File: src/rtl/tt_ctrl_pkg.sv
// tt_ctrl_pkg -- shared definitions for the chip-level control path.
//   sel_state_e : project-selection FSM state encoding (also seen on state_o)
//   TT_ADDR_W   : default project select address width (shared with tt_top)
//   TT_N_PROJ   : default number of project slots (shared with tt_top)
//   cnt_w()     : bits needed to hold the values 0..n-1 (never less than 1)
package tt_ctrl_pkg;

   localparam int TT_ADDR_W = 10;
   localparam int TT_N_PROJ = 512;

   typedef enum logic [1:0] {
      S_CLEAR  = 2'b00,
      S_SELECT = 2'b01,
      S_GUARD  = 2'b10,
      S_ACTIVE = 2'b11
   } sel_state_e;

   function automatic int cnt_w(input int n);
      return (n > 1) ? $clog2(n) : 1;
   endfunction

endpackage

File: src/rtl/tt_ctrl_sync.sv
// tt_ctrl_sync -- single-bit pad input synchroniser with optional debounce.
// Optional feature macro: TT_SEL_DEBOUNCE_EN (adds a DEB_CYCLES sample filter).
// Ports:
//   clk   in  system clock
//   rst_n in  synchronous active-low reset (all flops load RST_VAL)
//   din   in  raw asynchronous pad level
//   dout  out synchronised (and, when enabled, debounced) level
module tt_ctrl_sync #(
   parameter int   SYNC_STAGES = 2,
   parameter int   DEB_CYCLES  = 3,
   parameter logic RST_VAL     = 1'b0
) (
   input  logic clk,
   input  logic rst_n,
   input  logic din,
   output logic dout
);

   if (SYNC_STAGES < 2 || DEB_CYCLES < 1) begin : g_bad_param
      $error("tt_ctrl_sync: SYNC_STAGES must be >= 2 and DEB_CYCLES >= 1");
   end

   logic [SYNC_STAGES-1:0] sync_q;
   logic                   sync_out;

   always_ff @(posedge clk) begin
      if (!rst_n) sync_q <= {SYNC_STAGES{RST_VAL}};
      else        sync_q <= {sync_q[SYNC_STAGES-2:0], din};
   end

   assign sync_out = sync_q[SYNC_STAGES-1];

`ifdef TT_SEL_DEBOUNCE_EN
   // Counts consecutive samples that disagree with the filtered level; the
   // filtered level flips on the DEB_CYCLES-th disagreeing sample in a row.
   localparam int DCNT_W = tt_ctrl_pkg::cnt_w(DEB_CYCLES);

   logic [DCNT_W-1:0] deb_cnt;
   logic              deb_q;

   always_ff @(posedge clk) begin
      if (!rst_n) begin
         deb_q   <= RST_VAL;
         deb_cnt <= '0;
      end else if (sync_out == deb_q) begin
         deb_cnt <= '0;
      end else if (deb_cnt == DCNT_W'(DEB_CYCLES - 1)) begin
         deb_q   <= sync_out;
         deb_cnt <= '0;
      end else begin
         deb_cnt <= deb_cnt + 1'b1;
      end
   end

   assign dout = deb_q;
`else
   assign dout = sync_out;
`endif

endmodule

File: src/rtl/tt_mux_sel_ctrl.sv
// tt_mux_sel_ctrl -- project-selection sequencer for the control pads.
// Synchronises ctl[2:0], clears/steps the mux address, and enables the
// selected project after a guard delay. Optional macro TT_SEL_DEBOUNCE_EN
// inserts a debounce filter after each synchroniser.
// Ports:
//   clk, rst_n     in  clock, synchronous active-low reset
//   ctl_sel_rst_n  in  raw pad ctl[0]; low clears the selection
//   ctl_sel_inc    in  raw pad ctl[1]; rising edge increments the address
//   ctl_ena        in  raw pad ctl[2]; high requests project enable
//   sel_addr       out current project address (saturates at N_PROJ-1)
//   sel_stable     out address frozen (GUARD or ACTIVE)
//   proj_ena       out enable to the selected project
//   sel_ovf        out sticky: increment requested at N_PROJ-1
//   state_o        out FSM state for debug
module tt_mux_sel_ctrl
   import tt_ctrl_pkg::*;
#(
   parameter int ADDR_W       = TT_ADDR_W,
   parameter int N_PROJ       = TT_N_PROJ,
   parameter int SYNC_STAGES  = 2,
   parameter int GUARD_CYCLES = 4,
   parameter int DEB_CYCLES   = 3
) (
   input  logic              clk,
   input  logic              rst_n,
   input  logic              ctl_sel_rst_n,
   input  logic              ctl_sel_inc,
   input  logic              ctl_ena,
   output logic [ADDR_W-1:0] sel_addr,
   output logic              sel_stable,
   output logic              proj_ena,
   output logic              sel_ovf,
   output logic [1:0]        state_o
);

   if (GUARD_CYCLES < 1 || SYNC_STAGES < 2 || N_PROJ < 1 ||
       N_PROJ > (1 << ADDR_W)) begin : g_bad_param
      $error("tt_mux_sel_ctrl: illegal parameter combination");
   end

   localparam int                GCNT_W   = cnt_w(GUARD_CYCLES);
   localparam logic [ADDR_W-1:0] ADDR_MAX = ADDR_W'(N_PROJ - 1);
   // Bit order matches the pad ring: [0] sel_rst_n, [1] inc, [2] ena.
   localparam logic [2:0]        SYNC_RST = 3'b000;

   logic [2:0] pad_raw, pad_sync;
   logic       sel_rst_s, inc_s, ena_s;

   assign pad_raw = {ctl_ena, ctl_sel_inc, ctl_sel_rst_n};

   for (genvar i = 0; i < 3; i++) begin : g_sync
      tt_ctrl_sync #(
         .SYNC_STAGES (SYNC_STAGES),
         .DEB_CYCLES  (DEB_CYCLES),
         .RST_VAL     (SYNC_RST[i])
      ) u_sync (
         .clk   (clk),
         .rst_n (rst_n),
         .din   (pad_raw[i]),
         .dout  (pad_sync[i])
      );
   end

   assign sel_rst_s = pad_sync[0];
   assign inc_s     = pad_sync[1];
   assign ena_s     = pad_sync[2];

   sel_state_e        state_q, state_d;
   logic [ADDR_W-1:0] addr_q, addr_d;
   logic [GCNT_W-1:0] gcnt_q, gcnt_d;
   logic              ovf_q, ovf_d;
   logic              inc_prev_q, inc_pulse;
   logic              stable_q, ena_q;

   assign inc_pulse = inc_s & ~inc_prev_q;

   always_comb begin
      state_d = state_q;
      addr_d  = addr_q;
      gcnt_d  = gcnt_q;
      ovf_d   = ovf_q;
      if (!sel_rst_s) begin
         state_d = S_CLEAR;
      end else begin
         case (state_q)
            S_CLEAR:  state_d = S_SELECT;
            S_SELECT: begin
               // Increment is applied before the ena check so a same-cycle
               // inc lands in the address that GUARD then freezes.
               if (inc_pulse) begin
                  if (addr_q < ADDR_MAX) addr_d = addr_q + 1'b1;
                  else                   ovf_d  = 1'b1;
               end
               if (ena_s) begin
                  gcnt_d  = GCNT_W'(GUARD_CYCLES - 1);
                  state_d = S_GUARD;
               end
            end
            S_GUARD: begin
               // Dropping ena wins over guard expiry in the same cycle.
               if (!ena_s)              state_d = S_SELECT;
               else if (gcnt_q == '0)   state_d = S_ACTIVE;
               else                     gcnt_d  = gcnt_q - 1'b1;
            end
            S_ACTIVE: if (!ena_s) state_d = S_SELECT;
            default:  state_d = S_CLEAR;
         endcase
      end
      // Entering (or staying in) CLEAR zeroes the selection on the same edge.
      if (state_d == S_CLEAR) begin
         addr_d = '0;
         ovf_d  = 1'b0;
      end
   end

   always_ff @(posedge clk) begin
      if (!rst_n) begin
         state_q    <= S_CLEAR;
         addr_q     <= '0;
         gcnt_q     <= '0;
         ovf_q      <= 1'b0;
         inc_prev_q <= 1'b0;
         stable_q   <= 1'b0;
         ena_q      <= 1'b0;
      end else begin
         state_q    <= state_d;
         addr_q     <= addr_d;
         gcnt_q     <= gcnt_d;
         ovf_q      <= ovf_d;
         inc_prev_q <= inc_s;
         stable_q   <= (state_d == S_GUARD) || (state_d == S_ACTIVE);
         ena_q      <= (state_d == S_ACTIVE);
      end
   end

   assign sel_addr   = addr_q;
   assign sel_stable = stable_q;
   assign proj_ena   = ena_q;
   assign sel_ovf    = ovf_q;
   assign state_o    = state_q;

endmodule
File: config.mk
export PLATFORM = sky130hd
export DESIGN_NAME = tt_mux_sel_ctrl
export DESIGN_NICKNAME = d
export VERILOG_FILES = /design/src/rtl/tt_ctrl_pkg.sv /design/src/rtl/tt_ctrl_sync.sv /design/src/rtl/tt_mux_sel_ctrl.sv
export SDC_FILE = /design/constraint.sdc
export NUM_CORES = 1
export LEC_CHECK = 0
export CAP_MARGIN = 20
export CORE_AREA = 2 2 48 50
export DETAILED_ROUTE_END_ITERATION = 8
export DIE_AREA = 0 0 50 52
export PLACE_DENSITY = 0.74
export SLEW_MARGIN = 0
export SYNTH_ARGS = -nofsm -noshare
export SYNTH_HDL_FRONTEND = slang
export SYNTH_SLANG_ARGS = --single-unit
File: constraint.sdc
create_clock -name clk -period 2.3 [get_ports clk]
set_clock_uncertainty 0.1 [all_clocks]
set_input_delay 0.345 -clock clk [delete_from_list [all_inputs] [get_ports clk]]
set_output_delay 0.345 -clock clk [all_outputs]
set_load 0.005 [all_outputs]
==> results.json <==
{
  "outcome": "finished clean",
  "max_freq_mhz": 491,
  "fillers": 209,
  "layout_common_cells": "dfxtp_1 (24), clkdlybuf4s50_1 (19), nand2_1 (9)",
  "crit_arrival_ns": 2.14,
  "synth_fp_nets": 113,
  "crit_slowest_cell": "a211oi_1",
  "cp_num_buf_inv": 1,
  "ioPinCount": 20,
  "muxShareOfSynthArea_pct": 3.13,
  "worstSetupEndpointType": "register",
  "power.leakage_nw": 0.411,
  "slew_violations": 0,
  "period_share_pct": 88.5,
  "synth_compound_area_share_pct": 12.6,
  "cp_max_fo": 4,
  "wl_per_cell_microns": 11.8,
  "core_area_sq_um": 2110,
  "final_nets": 135,
  "post_cts_buffers": 0,
  "synth_area_sq_um": 960,
  "min_period_ns": 2.04,
  "crit_family": "compound AO/OA/AOI/OAI gates",
  "track_usage_pct": 16.2,
  "clock_latency_ns": 0.30,
  "clkTransAtPathRegs_ns": 0.12,
  "worst_pin_slew_ns": 0.487,
  "synth.area.top_cells": "dfxtp_1 (50%), and2_1 (5.2%), nand3_1 (3.7%), nand2_1 (3.5%), a21oi_1 (3.1%)",
  "postSynthAreaPerCell_sq_um": 9.05,
  "synth_fa_ha_area_share_pct": 2.61,
  "critPathKind": "reg2reg",
  "drive_above_1_share_pct": 4.76,
  "grt_max_degree": 14,
  "max_stage_delay_ns": 0.48,
  "synth_top_family_by_area": "simple AND/OR/NAND/NOR gates",
  "cts_resized": 0,
  "setup_viol": 0,
  "synth_top_area_cell": "dfxtp_1",
  "power.total_w": 0.000618,
  "die_h_microns": 52,
  "final_util_pct": 57.1,
  "critPathRequiredTime_ns": 2.41,
  "vias": 813,
  "drt_pre_antenna_iters": 4,
  "cap_violations": 0,
  "drt_iter0_drc": 13,
  "first_global_vias": 771,
  "cts_tree": "built",
  "hold_violations": 0,
  "slew-limit-headroom_pct": 67.3,
  "design.die.area_sq_um": 2600,
  "grt_pass1_wl_microns": 3170,
  "io_buffer_count": 19,
  "layout_commonest_cell": "dfxtp_1",
  "drc": 0,
  "antenna_left": 0,
  "synthSimpleGateAreaFrac_pct": 28.3,
  "ff_latch_area_sq_um": 480,
  "ys_warn_count": 0,
  "cts_made_buffers": 3,
  "post-dp-hpwl_microns": 1390,
  "place.gp.congestion": 0.853,
  "htree_num_levels": 1,
  "rsz0062_at_grt": "false",
  "antenna_found_initial": 0,
  "ys_seq_elements": 24,
  "antenna_cells": 0,
  "fin_tns_setup_ns": 0,
  "cts_root_buf": "clkbuf_4",
  "rows": 17,
  "grt_remaining_overflow": 0,
  "power-per-cell-area_nw_per_um2": 514,
  "synth_xor_area_share_pct": 0,
  "start_util_pct": 45.6,
  "ys_types": 28,
  "multi_input_area_sq_um": 448,
  "cts_num_sinks": 24,
  "synth_top_area_share_pct": 50.1,
  "die_w_microns": 50,
  "cts_hold_buf": 0,
  "syn_inst": 106,
  "cp-start-kind": "register",
  "viasPerCell": 5.28,
  "ys_seq_area_share_pct": 50.1,
  "crit_chain": "inv_1 -> ha_1 -> or3b_2 -> a211oi_1 -> nand3_1 -> o211a_1",
  "peakVddDrop_mv": 0.338,
  "area_growth_syn_to_layout_pct": 25.3,
  "clk_path_buf_depth": 2,
  "wl_microns": 1820,
  "hp-class": "reg2reg"
}
-- cell type report --
| cell class | instances | area share, % |
|---|---|---|
| inverter | 5 | 1.56 |
| sequential | 24 | 40.0 |
| timing repair buffer | 20 | 16.4 |
| clock buffer | 3 | 1.87 |
| multi-input combinational | 74 | 37.3 |
| tap | 28 | 2.91 |
-- routing by layer --
layer	up-vias	track usage [%]	routed length [microns]
met5	-	0	0
met2	15	30.3	936
met3	2	3.45	57
li1	421	-	-
met4	0	6.94	13
met1	375	17.5	812
-- stage by stage --
stage,setup slack (ns),hold slack (ns),cell area [sq um],instances
after global placement,0.438,0.315,1180,151
after floorplan,0.477,0.312,960,106
after CTS,0.273,0.351,1200,154
final,0.263,0.346,1200,154
after global routing,0.0505,0.381,1200,154
after detailed placement,0.300,0.321,1180,151
-- Yosys cell counts --
library cell,n
and2_1,8
o211a_1,2
or3_1,2
nand2b_2,1
or4_1,2
or2_0,1
o31ai_1,2
o21ai_0,4
mux2i_1,3
nand4_1,1
nand2b_1,2
nor2b_1,1
buf_2,1
nor4_1,3
nor2_1,7
nand3_1,7
a41o_1,1
a21oi_1,6
a31oi_1,3
ha_1,2
a211oi_1,1
clkbuf_1,2
dfxtp_1,24
nand4bb_1,1
or3b_2,1
inv_1,5
nor3_1,4
nand2_1,9
-- state kept, by name, indices dropped and copies added, names as in the netlist --
signal                cells
g_sync.u_sync.sync_q      6
gcnt_q                    2
inc_prev_q                1
proj_ena                  1
sel_addr                 10
sel_ovf                   1
sel_stable                1
state_o                   2
-- worst paths after layout --
kind | endpoint | slack [ns] | cells after the start | from
hold / removal | g_sync[0].u_sync.sync_q[1]$_SDFF_PN0_ | 0.35 | 1 | g_sync[0].u_sync.sync_q[0]$_SDFF_PN0_
setup / recovery | gcnt_q[0]$_SDFFE_PN0P_ | 0.26 | 6 | gcnt_q[0]$_SDFFE_PN0P_
setup reg to reg | gcnt_q[0]$_SDFFE_PN0P_ | 0.26 | 6 | gcnt_q[0]$_SDFFE_PN0P_
hold reg to reg | g_sync[0].u_sync.sync_q[1]$_SDFF_PN0_ | 0.35 | 1 | g_sync[0].u_sync.sync_q[0]$_SDFF_PN0_
-- power by group --
part | switching [W] | internal (W)
registers | 0.00000300 | 0.000421
clock network | 0.000114 | 0.0000610
logic | 0.00000812 | 0.0000108
-- cells by family after synthesis --
family,count (synthesis)
mux,3
simple gates,50
compound gates,19
fa+ha+maj,2
buf+inv,8
flops,24
Power figures use the tool's default switching activity.
